File: config.mk
export PLATFORM = sky130hd
export DESIGN_NAME = vga_timing_monitor
export DESIGN_NICKNAME = d
export VERILOG_FILES = /design/src/rtl/vga_timing_monitor.sv
export SDC_FILE = /design/constraint.sdc
export NUM_CORES = 1
export LEC_CHECK = 0
export ABC_AREA = 1
export CAP_MARGIN = 20
export CORE_ASPECT_RATIO = 1.1
export CORE_MARGIN = 2
export CORE_UTILIZATION = 41
export CTS_BUF_LIST = sky130_fd_sc_hd__clkbuf_4
export CTS_CLUSTER_DIAMETER = 120
export CTS_CLUSTER_SIZE = 20
export DETAILED_ROUTE_END_ITERATION = 8
export PLACE_DENSITY_LB_ADDON = 0.05
export SLEW_MARGIN = 15
export SYNTH_ARGS = -nofsm -noshare
export SYNTH_HDL_FRONTEND = slang
export SYNTH_SLANG_ARGS = --single-unit
File: constraint.sdc
create_clock -name clk -period 3.1 [get_ports clk]
set_input_delay 0.775 -clock clk [delete_from_list [all_inputs] [get_ports clk]]
set_output_delay 0.775 -clock clk [all_outputs]
set_load 0.05 [all_outputs]
File: src/rtl/vga_timing_monitor.sv
// vga_timing_monitor
// Passive checker for a VGA pin stream. It locks onto the configured timing,
// reports the coordinate of each visible sample, flags sync timing errors and
// captures the colour of one probe pixel.
module vga_timing_monitor #(
    parameter int H_ACTIVE = 640,
    parameter int H_FP     = 16,
    parameter int H_SYNC   = 96,
    parameter int H_BP     = 48,
    parameter int V_ACTIVE = 480,
    parameter int V_FP     = 10,
    parameter int V_SYNC   = 2,
    parameter int V_BP     = 33,
    parameter int PROBE_X  = 320,
    parameter int PROBE_Y  = 240
) (
    input  logic        clk,
    input  logic        nRst,
    input  logic        hsync,
    input  logic        vsync,
    input  logic [3:0]  R,
    input  logic [3:0]  G,
    input  logic [3:0]  B,
    input  logic        clr_err,
    output logic        locked,
    output logic        de,
    output logic [9:0]  x,
    output logic [9:0]  y,
    output logic        h_err,
    output logic        v_err,
    output logic [11:0] probe_rgb,
    output logic        probe_valid,
    output logic [7:0]  frame_count
);

    localparam int H_TOTAL = H_ACTIVE + H_FP + H_SYNC + H_BP;
    localparam int V_TOTAL = V_ACTIVE + V_FP + V_SYNC + V_BP;

    // The counter value seen at a sync edge is the index of the last sample
    // of the previous period, hence the "- 1".
    localparam logic [9:0] H_LAST   = 10'(H_TOTAL - 1);
    localparam logic [9:0] V_LAST   = 10'(V_TOTAL - 1);
    localparam logic [9:0] H_SYNC_W = 10'(H_SYNC);
    localparam logic [9:0] V_SYNC_W = 10'(V_SYNC);
    localparam logic [9:0] H_VIS_LO = 10'(H_SYNC + H_BP);
    localparam logic [9:0] H_VIS_HI = 10'(H_SYNC + H_BP + H_ACTIVE - 1);
    localparam logic [9:0] V_VIS_LO = 10'(V_SYNC + V_BP);
    localparam logic [9:0] V_VIS_HI = 10'(V_SYNC + V_BP + V_ACTIVE - 1);
    localparam logic [9:0] PROBE_XW = 10'(PROBE_X);
    localparam logic [9:0] PROBE_YW = 10'(PROBE_Y);
    localparam logic [9:0] CNT_MAX  = 10'd1023;

    typedef enum logic [1:0] {
        SEARCH,
        CHECK,
        LOCKED
    } state_t;

    state_t state;
    state_t next_state;

    logic        hs_q;
    logic        vs_q;
    logic        hs_d;
    logic [11:0] rgb_q;

    logic [9:0]  h_cnt;
    logic [9:0]  hs_low;
    logic [9:0]  hs_width;
    logic [9:0]  v_cnt;
    logic [9:0]  vs_low;
    logic        vs_line;

    logic        h_fall;
    logic        h_rise;
    logic        v_start;
    logic        h_viol;
    logic        v_viol;
    logic [9:0]  h_next;
    logic [9:0]  v_next;
    logic        vis_next;
    logic [9:0]  x_next;
    logic [9:0]  y_next;
    logic        probe_hit;

    // Register the pins once; everything downstream works on these copies.
    always_ff @(posedge clk or negedge nRst) begin
        if (!nRst) begin
            hs_q  <= 1'b0;
            vs_q  <= 1'b0;
            hs_d  <= 1'b0;
            rgb_q <= '0;
        end else begin
            hs_q  <= hsync;
            vs_q  <= vsync;
            hs_d  <= hs_q;
            rgb_q <= {R, G, B};
        end
    end

    // Edge detection, coordinate of the current sample and violation checks.
    // The coordinate is computed combinationally so the registered outputs
    // appear two cycles after the pin sample.
    always_comb begin
        h_fall  = hs_d & ~hs_q;
        h_rise  = ~hs_d & hs_q;
        v_start = h_fall & ~vs_q & vs_line;

        if (h_fall) begin
            h_next = '0;
        end else if (h_cnt == CNT_MAX) begin
            h_next = h_cnt;
        end else begin
            h_next = h_cnt + 10'd1;
        end

        v_next = v_cnt;
        if (v_start) begin
            v_next = '0;
        end else if (h_fall && (v_cnt != CNT_MAX)) begin
            v_next = v_cnt + 10'd1;
        end

        h_viol = (state != SEARCH) && h_fall &&
                 ((h_cnt != H_LAST) || (hs_width != H_SYNC_W));
        v_viol = (state != SEARCH) && v_start &&
                 ((v_cnt != V_LAST) || (vs_low != V_SYNC_W));
    end

    // Line/frame counters and sync pulse width measurement.
    always_ff @(posedge clk or negedge nRst) begin
        if (!nRst) begin
            h_cnt    <= '0;
            hs_low   <= '0;
            hs_width <= '0;
            v_cnt    <= '0;
            vs_low   <= '0;
            vs_line  <= 1'b0;
        end else begin
            h_cnt <= h_next;
            v_cnt <= v_next;
            if (!hs_q) begin
                if (h_fall) begin
                    hs_low <= 10'd1;
                end else if (hs_low != CNT_MAX) begin
                    hs_low <= hs_low + 10'd1;
                end
            end
            if (h_rise) begin
                hs_width <= hs_low;
            end
            if (h_fall) begin
                vs_line <= vs_q;
                if (!vs_q) begin
                    if (v_start) begin
                        vs_low <= 10'd1;
                    end else if (vs_low != CNT_MAX) begin
                        vs_low <= vs_low + 10'd1;
                    end
                end
            end
        end
    end

    // Lock state register.
    always_ff @(posedge clk or negedge nRst) begin
        if (!nRst) begin
            state <= SEARCH;
        end else begin
            state <= next_state;
        end
    end

    // Lock sequencing: one clean frame between two vsync starts earns lock.
    always_comb begin
        next_state = state;
        case (state)
            SEARCH: begin
                if (v_start) begin
                    next_state = CHECK;
                end
            end
            CHECK: begin
                if (h_viol || v_viol) begin
                    next_state = SEARCH;
                end else if (v_start) begin
                    next_state = LOCKED;
                end
            end
            LOCKED: begin
                if (h_viol || v_viol) begin
                    next_state = SEARCH;
                end
            end
            default: next_state = SEARCH;
        endcase
    end

    assign locked = (state == LOCKED);

    // Visible-region decode, using the next state so de drops on the same
    // edge that breaks lock.
    always_comb begin
        vis_next = (next_state == LOCKED) &&
                   (h_next >= H_VIS_LO) && (h_next <= H_VIS_HI) &&
                   (v_next >= V_VIS_LO) && (v_next <= V_VIS_HI);
        x_next    = vis_next ? (h_next - H_VIS_LO) : '0;
        y_next    = vis_next ? (v_next - V_VIS_LO) : '0;
        probe_hit = vis_next && (x_next == PROBE_XW) && (y_next == PROBE_YW);
    end

    // Registered pixel outputs and probe capture.
    always_ff @(posedge clk or negedge nRst) begin
        if (!nRst) begin
            de          <= 1'b0;
            x           <= '0;
            y           <= '0;
            probe_rgb   <= '0;
            probe_valid <= 1'b0;
        end else begin
            de          <= vis_next;
            x           <= x_next;
            y           <= y_next;
            probe_valid <= probe_hit;
            if (probe_hit) begin
                probe_rgb <= rgb_q;
            end
        end
    end

    // Sticky error flags (a new violation wins over clr_err) and frame count.
    always_ff @(posedge clk or negedge nRst) begin
        if (!nRst) begin
            h_err       <= 1'b0;
            v_err       <= 1'b0;
            frame_count <= '0;
        end else begin
            h_err <= h_viol | (h_err & ~clr_err);
            v_err <= v_viol | (v_err & ~clr_err);
            if (v_start && (state == LOCKED)) begin
                frame_count <= frame_count + 8'd1;
            end
        end
    end

endmodule

* Yosys cells after proc, flatten, opt, wreduce, memory -nomap -nowiden *
Cells that the tools add are included.

word-level totals
  register bits = 112
  input port bits = 17
  output and inout bits = 45
  word-level logic and storage cells = 91

cells by class
  add/subtract/negate cells = 7
  $lt $le $gt $ge = 4
  eq/ne operators = 13
  mux-type cells = 15
  bitwise logic cells = 12
  reductions and logical operators = 21

operator list
  cell                                                    number
  two-way mux 10 bit                                      10
  != test 10 bit, second input constant                   5
  adder 10 x 1 -> 10 bit, second input constant           4
  less-or-equal comparator 10 bit, second input constant  2
  logical AND 1 bit                                       12
  == test 10 bit, second input constant                   1
  == test 10 x 8 -> 1 bit, second input constant          1
  == test 10 x 9 -> 1 bit, second input constant          1
  >= comparator 10 x 6 -> 1 bit, second input constant    1
  >= comparator 10 x 8 -> 1 bit, second input constant    1
  != test 10 x 2 -> 1 bit, second input constant          1
  != test 10 x 7 -> 1 bit, second input constant          1
  subtractor 10 x 6 -> 10 bit, second input constant      1
  subtractor 10 x 8 -> 10 bit, second input constant      1
  adder 8 x 1 -> 8 bit, second input constant             1
  two-way mux 2 bit                                       4
  bitwise AND 1 bit                                       6
  one-hot mux 2 bit (3 select lines)                      1
  nonzero test 2 bit                                      3
  == test 2 bit, second input constant                    2
  inverter 1 bit                                          4
  logical OR 1 bit                                        3
  AND reduction 3 bit                                     1
  == test 2 x 1 -> 1 bit, second input constant           1
  other kinds (3)                                         4

* Depth between registers and ports, before layout *
Gate-level depths: netlist (run 1).

  depth after elaboration = 18
  mapped depth = 24
  gate-level depth less buffers = 23

* Worst setup path before layout (run 1) *
No wires, ideal clock.

  path type = register to register
  from = register v_cnt[0]
  to = register probe_rgb[0]
  setup time = 0.118 ns
  arrival = 2.735 ns
  required time = 2.982 ns
  path slack = 0.247 ns
  cell stages (with the launch flop) = 22
  path buffers = 1
  clock period less this slack = 2.853 ns
  path through = dfrtp_1 > ha_1 > nand2_1 > nor2_4 > nand3_4 > nand2_4 > o21ai_0 > inv_1 > nor2_1 > ha_1 > inv_1 > nand4_1 > nand2_1 > nand2_1 > nand3_1 > nor2_2 > nand3_2 > nor2_4 > nand3_2 > buf_6 > nand2_1 > nand2_1

on the way
  elaborated cells between the ends (all ways) = 26
  classes of those cells = add/sub (2); order compare (2); eq/ne (5); mux (7); reduce/logical (10)

RTL lines
  what                                                                            RTL line  text
  start: declaration                                                              70        logic [9:0] v_cnt;
  start signal: assignment                                                        141       v_cnt <= v_next;
  parallel branches: the longest is 2 deep, another holds adder 10 x 1 -> 10 bit  -
  two-way mux 10 bit *                                                            120       end else if (h_fall && (v_cnt != CNT_MAX)) begin
  two-way mux 10 bit *                                                            118       if (v_start) begin
  named net v_next[1]                                                             80        logic [9:0] v_next;
  >= comparator 10 x 6 -> 1 bit                                                   206       (v_next >= V_VIS_LO) && (v_next <= V_VIS_HI);
  logical AND 1 bit                                                               205       (h_next >= H_VIS_LO) && (h_next <= H_VIS_HI) &&
  logical AND 1 bit *                                                             206
  named net vis_next                                                              81        logic vis_next;
  two-way mux 10 bit                                                              207       x_next = vis_next ? (h_next - H_VIS_LO) : '0;
  == test 10 x 9 -> 1 bit                                                         209       probe_hit = vis_next && (x_next == PROBE_XW) && (y_next == PROBE_YW);
  logical AND 1 bit                                                               209
  logical AND 1 bit *                                                             209
  end signal: assignment                                                          226       probe_rgb <= rgb_q;
  end: declaration                                                                31        output logic [11:0] probe_rgb,

Mark *: on every way through the listed nets, which the timed path passes.
A chain may end at the register's enable or synchronous reset.

* Worst setup path in the final report (run 1) *
  from = register v_cnt[0]
  to = register probe_rgb[1]

The elaborated chain is that of the path after synthesis.

==> metrics, run 1 <==
GRT overflow=0; xor/xnor share of the synthesized area=0.02099; Setup crit start=v_cnt[0]; most frequent CP cell=nor2_4; Tcrit/Tclk final=0.9504; Yosys top cell area share=0.5166; count of different cell masters after synthesis=37; run status=completed; Global Route Usage Sum=0.1858; post-synthesis mux area share=0.002076; Crit-path slowest cell=dfrtp_1; CTS tree=yes; Max Root-Sink Buffers=2; Placement Setup Slack=-105.6 ps; Most used DFF post-synth=dfrtp_1; Post-DP HPWL=9.035 mm; Static Leakage=0.003407 uW; headroom to the max-slew limit=0.6136; max-slew violation count=0; Avg Synthesized Cell Area=8.232 sq um; WL final=12.85 mm; root buf cell=clkbuf_4; DIE HEIGHT=124.6 um; 1st-pass router iterations=7; simple-gate share of the synthesized area=0.2982; drt wl/cell=14.01 um; Worst-path clk slew=190 ps; Fill cells=1253; worst path required time=3510 ps; post-route ant nets=0; Reg-to-Reg End=probe_rgb[1]; insertion delay to the later sink of the worst-skew pair=500 ps; yosys warns=0; fin cells=917; DR iter-0 viols=227; highest ir drop seen on vdd=286.3 uV; WP depth=21; Ports=62; placed insts=884; Max H-tree Level=3; initial antenna violation count=0; adder-cell share of the synthesized area=0.02768; Final #Nets=780; Bufs and invs on worst path=2; Die Span X=113.7 um; clk sinks=112; setup TNS=0 ps; gpl congestion=0.8252; reg2reg path depth=21; Synth Cell Area=0.005425 sq mm; Compound-Gate Fraction of Synth Area=0.05097; Power, Total=3272 uW; core area=0.01305 sq mm; Crit Path Max Fanout=7; HP Class=input port to async pin; Initial Utilization=0.4158; PwrDens=486.1 mW/mm^2; class of the most critical setup path=register to register; CP delay by family, top=simple AND/OR/NAND/NOR gates; Mapped Cells=659; Synth area leader=dfrtp_1; Slew @ Worst Pin=578.2 ps; n_diodes=0; max cap viols=0; vias in the first global route=4422; Worst Setup End Kind=register; Worst EP arrival=3350 ps; worst flop-to-flop path startpoint=v_cnt[0]; Layout area overhead=24.05%; Hold Vio Cnt, Final=0; IO buf count=61; ys async rst share=1.000; number of synthesized register bits=112; DRC viols=0; end of the critical path=probe_rgb[1]; die area=0.01417 sq mm; register area share after synthesis=0.5166; number of buffers created by CTS=9; Mapped Nets=688; final setup violation count=0; site row count=44; Synth area leaders=dfrtp_1 52%, nand2_1 11%, inv_1 6.6%, nand3_1 4.9%, nor2_1 4.4%; RSZ-0062 raised after global routing=true; largest family of logic cells by synthesized area=simple AND/OR/NAND/NOR gates; cell chain of the critical path=ha_2 > nand2_2 > nor2_4 > nand3_4 > nand2_4 > nand2_1 > o21ai_2 > inv_2 > nor2_4 > ha_4 > inv_2 > nand4_1 > nand2_2 > nand2_2 > nand3_2 > nor2_4 > nand3_2 > nor2_4 > nand3_4 > nand2_1 > nand2_1; ratio of cells with drive above 1 in the final layout=0.1415; EDFF count, synth=0; via count=4515; largest net degree at the start of global routing=59; Final WS setup=153.7 ps; reg-to-reg slack, setup=150 ps; fin crit period=2946 ps; vias per inst=4.924; first-pass GRT wire length=21.03 mm; peak per-stage delay on the critical path=390 ps; Clock Skew=18.49 ps; crit start category=register; achievable frequency=339.4 MHz
sequential cells by signal, summed over array words and instances (netlist names), 2 cells and up:
name         count
probe_rgb       12
rgb_q           12
h_cnt           10
hs_low          10
hs_width        10
v_cnt           10
vs_low          10
x               10
y               10
frame_count      8
state            2
per-stage QoR:
stage / instance area (sq um) / hold slack (ps) / util
finish: 6730 / 243.6 / 0.5158
global route: 6730 / 266.8 / 0.5158
CTS: 6442 / 232.9 / 0.4938
detailed placement: 6299 / 457.8 / 0.4827
global placement: 6299 / 456.6 / 0.4827
floorplan: 5425 / 444.4 / -
worst min-delay path by stage:
stage,slack (ps),start,to
after CTS,230,nRst,vs_low[8]
after floorplan,440,hs_width[7],hs_width[7]
final,240,nRst,vs_line
after detailed placement,460,frame_count[7],frame_count[7]
after global placement,460,frame_count[7],frame_count[7]
after global routing,270,nRst,h_err
cell type report:
type | instances | area [sq um] | area share
sequential | 112 | 2803 | 0.4164
timing repair buffer | 93 | 893.4 | 0.1327
multi-input combinational | 433 | 2316 | 0.3441
tap | 161 | 201.4 | 0.02993
clock buffer | 9 | 67.56 | 0.01004
inverter | 102 | 386.6 | 0.05745
clock inverter | 7 | 62.56 | 0.009295
power breakdown:
part	internal (uW)	switching [uW]	leakage, uW
registers	1570	92.2	0.00150
clock network	181	531	0.0000690
logic	326	570	0.00184
total	2080	1190	0.00341
cells by family after synthesis:
group | Yosys count
compound gates | 51
xor+xnor | 13
fa+ha+maj | 12
buf+inv | 115
flops | 112
mux | 1
simple gates | 355
cell usage in the layout, fill, tap and decap left out, drive strengths merged, types with 2 or more instances in the layout:
cell / Yosys / routed
nand3: 57 / 58
nor3: 16 / 16
clkdlybuf4s50: 0 / 60
nand4: 29 / 29
and2: 2 / 2
buf: 9 / 32
clkinv: 1 / 4
ha: 12 / 12
xor2: 9 / 9
dfrtp: 112 / 112
nor2: 75 / 75
a21oi: 18 / 18
o21ai: 26 / 26
nand2: 171 / 171
clkbuf: 4 / 10
xnor2: 4 / 4
inv: 101 / 104
a221oi: 2 / 2
nor4: 2 / 2
cell usage after synthesis, types with 5 or more instances:
cell type and number:
o21ai_0 23, inv_2 5, dfrtp_1 112, a21oi_1 18, nor2_1 63, nor2_2 8
buf_2 7, inv_1 96, ha_1 12, nand3_1 53, xor2_1 9, nand4_1 29
nor3_1 16, nand2_1 166
per-layer routing:
metal	wire length [um]	share of wire	up-vias	track usage
met5	0	0	-	0
met4	286	0.022	0	0.07389
met3	492	0.038	16	0.03455
met2	6240	0.49	75	0.3008
met1	5831	0.45	2140	0.2465
li1	-	-	2284	-
what timing repair did:
item,in CTS,in global routing
cloned,0,3
hold buffers,0,0
buffers inserted,0,14
hold endpoints to repair,0,0
pin swaps,0,19
gates resized for setup,3,41
setup endpoints to repair,13,14
(Power assumes the default switching activity.)
==> inputs of run 2 (changes only) <==
PLACE_DENSITY = 0.66   (was default)
PLACE_DENSITY_LB_ADDON = default   (was 0.05)
clock period = 3.55 ns   (was 3.1 ns; I/O delays follow)
==> run 2 against run 1 <==
Against the previous run:
- routed wire length decreased by 10%
- critical path type unchanged
- hold slack improved by 220 ps
- setup slack improved by 170 ps
- combinational power decreased by 26%
- highest routed layer unchanged
- cell count decreased by 2.5%
- critical path depth unchanged
- sequential power decreased by 11%
- largest cell class unchanged
- clock skew decreased by 0.83 ps
- flip-flop and latch count unchanged
- clock power decreased by 4.9%
- via count decreased by 1.4%
==> metrics, run 2 (synthesis results as in run 1) <==
insertion delay to the later sink of the worst-skew pair=480 ps (was 500 ps); Crit Path Max Fanout=12 (was 7); Max H-tree Level=3 (unchanged); final setup violation count=0 (unchanged); Max Root-Sink Buffers=2 (unchanged); core area=0.01305 sq mm (unchanged); site row count=44 (unchanged); cell chain of the critical path=ha_2 > nand2_1 > nor2_4 > nand3_4 > nand2_4 > nand2_1 > o21ai_1 > inv_1 > nor2_2 > ha_1 > inv_1 > nand4_1 > nand2_1 > nand2_1 > nand3_1 > nor2_2 > nand4_1 > inv_1 > buf_4 > nand4_1 > nand2_1 (was ha_2 > nand2_2 > nor2_4 > nand3_4 > nand2_4 > nand2_1 > o21ai_2 > inv_2 > nor2_4 > ha_4 > inv_2 > nand4_1 > nand2_2 > nand2_2 > nand3_2 > nor2_4 > nand3_2 > nor2_4 > nand3_4 > nand2_1 > nand2_1); Hold Vio Cnt, Final=0 (unchanged); PwrDens=438.3 mW/mm^2 (was 486.1 mW/mm^2); vias per inst=4.979 (was 4.924); headroom to the max-slew limit=0.6179 (was 0.6136); Post-DP HPWL=8.357 mm (was 9.035 mm); Global Route Usage Sum=0.1726 (was 0.1858); post-route ant nets=0 (unchanged); highest ir drop seen on vdd=245.9 uV (was 286.3 uV); worst path required time=3980 ps (was 3510 ps); drt wl/cell=12.88 um (was 14.01 um); Worst Setup End Kind=register (unchanged); clk sinks=112 (unchanged); Tcrit/Tclk final=0.9097 (was 0.9504); WL final=11.51 mm (was 12.85 mm); gpl congestion=0.8874 (was 0.8252); crit start category=register (unchanged); Worst EP arrival=3650 ps (was 3350 ps); commonest non-fill, non-tap cell in the layout=nand2_1 (unchanged); ratio of cells with drive above 1 in the final layout=0.08322 (was 0.1415); largest net degree at the start of global routing=113 (was 59); Ports=62 (unchanged); DRC viols=0 (unchanged); Bufs and invs on worst path=4 (was 2); peak per-stage delay on the critical path=450 ps (was 390 ps); commonest cells after routing, fill and taps aside=166 x nand2_1, 110 x dfrtp_1, 96 x inv_1, 62 x nor2_1, 60 x clkdlybuf4s50_1 (was 158 x nand2_1, 112 x dfrtp_1, 92 x inv_1, 60 x clkdlybuf4s50_1, 59 x nor2_1); Worst-path clk slew=170 ps (was 190 ps); first-pass GRT wire length=19.94 mm (was 21.03 mm); GRT overflow=0 (unchanged); run status=completed (unchanged); root buf cell=clkbuf_4 (unchanged); achievable frequency=309.6 MHz (was 339.4 MHz); largest registers=probe_rgb (12), rgb_q (12) (unchanged); Die Span X=113.7 um (unchanged); Layout area overhead=18.45% (was 24.05%); RSZ-0062 raised after global routing=false (was true); Placement Setup Slack=125.4 ps (was -105.6 ps); setup TNS=0 ps (unchanged); Static Leakage=0.003294 uW (was 0.003407 uW); via count=4451 (was 4515); number of buffers created by CTS=9 (unchanged); CTS tree=yes (unchanged); initial antenna violation count=0 (unchanged); max-slew violation count=0 (unchanged); CP delay by family, top=simple AND/OR/NAND/NOR gates (unchanged); class of the most critical setup path=register to register (unchanged); DIE HEIGHT=124.6 um (unchanged); Slew @ Worst Pin=573.2 ps (was 578.2 ps); Clock Skew=17.66 ps (was 18.49 ps); 1st-pass router iterations=4 (was 7); most frequent CP cell=nand2_1 (was nor2_4); DR iter-0 viols=194 (was 227); reg2reg path depth=21 (unchanged); IO buf count=61 (unchanged); n_diodes=0 (unchanged); Final #Nets=757 (was 780); HP Class=input port to async pin (unchanged); fin crit period=3229 ps (was 2946 ps); die area=0.01417 sq mm (unchanged); vias in the first global route=4319 (was 4422); Crit-path slowest cell=dfrtp_2 (was dfrtp_1); WP depth=21 (unchanged); max cap viols=0 (unchanged); Final WS setup=320.5 ps (was 153.7 ps); Initial Utilization=0.4158 (unchanged)
run 2: cell types whose count changed in the layout (fill, tap and decap cells not counted), sizes merged:
cell | before | now
buf | 32 | 11
bufinv | 0 | 1
clkbuf | 10 | 9
clkinv | 4 | 3
nand3 | 58 | 57
run 2: timing repair:
item | 4_1_cts | 5_1_grt
endpoints found under the setup margin | 0 | 26
buffers inserted | 0 | 3
hold buffers | 0 | 0
gates resized for setup | 0 | 7
run 2: path summary, 6_finish.rpt:
path,from,to,slack [ps]
max in group asynchronous,nRst,x[6],2670
min in group clk,frame_count[7],frame_count[7],480
hold / removal,nRst,vs_low[2],470
setup / recovery,v_cnt[1],probe_rgb[3],320
hold reg to reg,frame_count[7],frame_count[7],480
setup reg to reg,v_cnt[1],probe_rgb[3],320
run 2: where the power goes:
group	total [uW]	internal [uW]	switching, uW
clock network	676	230	446
registers	1480	1370	104
logic	663	226	436
total	2820	1830	986
run 2: area by class of cell:
type | instances | area, sq um
flip-flops and latches | 112 | 2805
clock inverters | 7 | 86.33
clock buffers | 9 | 67.56
repair buffers | 71 | 695.7
inverters | 102 | 384.1
multi-input cells | 432 | 2186
well taps | 161 | 201.4
fillers | 1230 | 6621
run 2: layer usage:
| metal | share of wire | track usage | up-vias |
|---|---|---|---|
| li1 | - | - | 2229 |
| met1 | 0.46 | 0.2289 | 2109 |
| met2 | 0.49 | 0.2899 | 99 |
| met3 | 0.037 | 0.02482 | 14 |
| met4 | 0.017 | 0.05882 | 0 |
| met5 | 0 | 0 | - |
run 2: metrics by stage:
| step | std cells | util | power [uW] | hold WS (ps) | area [sq um] |
|---|---|---|---|---|---|
| floorplan | 659 | - | 1944 | 444.4 | 5425 |
| global placement | 875 | 0.4776 | 2120 | 456.1 | 6231 |
| detailed placement | 875 | 0.4776 | 2148 | 460.5 | 6231 |
| CTS | 891 | 0.4894 | 2834 | 472.4 | 6385 |
| global route | 894 | 0.4925 | 3001 | 483.4 | 6426 |
| finish | 894 | 0.4925 | 2817 | 468.1 | 6426 |
==> inputs of run 3 (changes only) <==
ABC_CLOCK_PERIOD_IN_PS = 3550   (was default)
CTS_CLUSTER_DIAMETER = default   (was 120)
==> results of run 3 <==
Same layout as run 2: the final DEF is identical, and so are final timing and power.
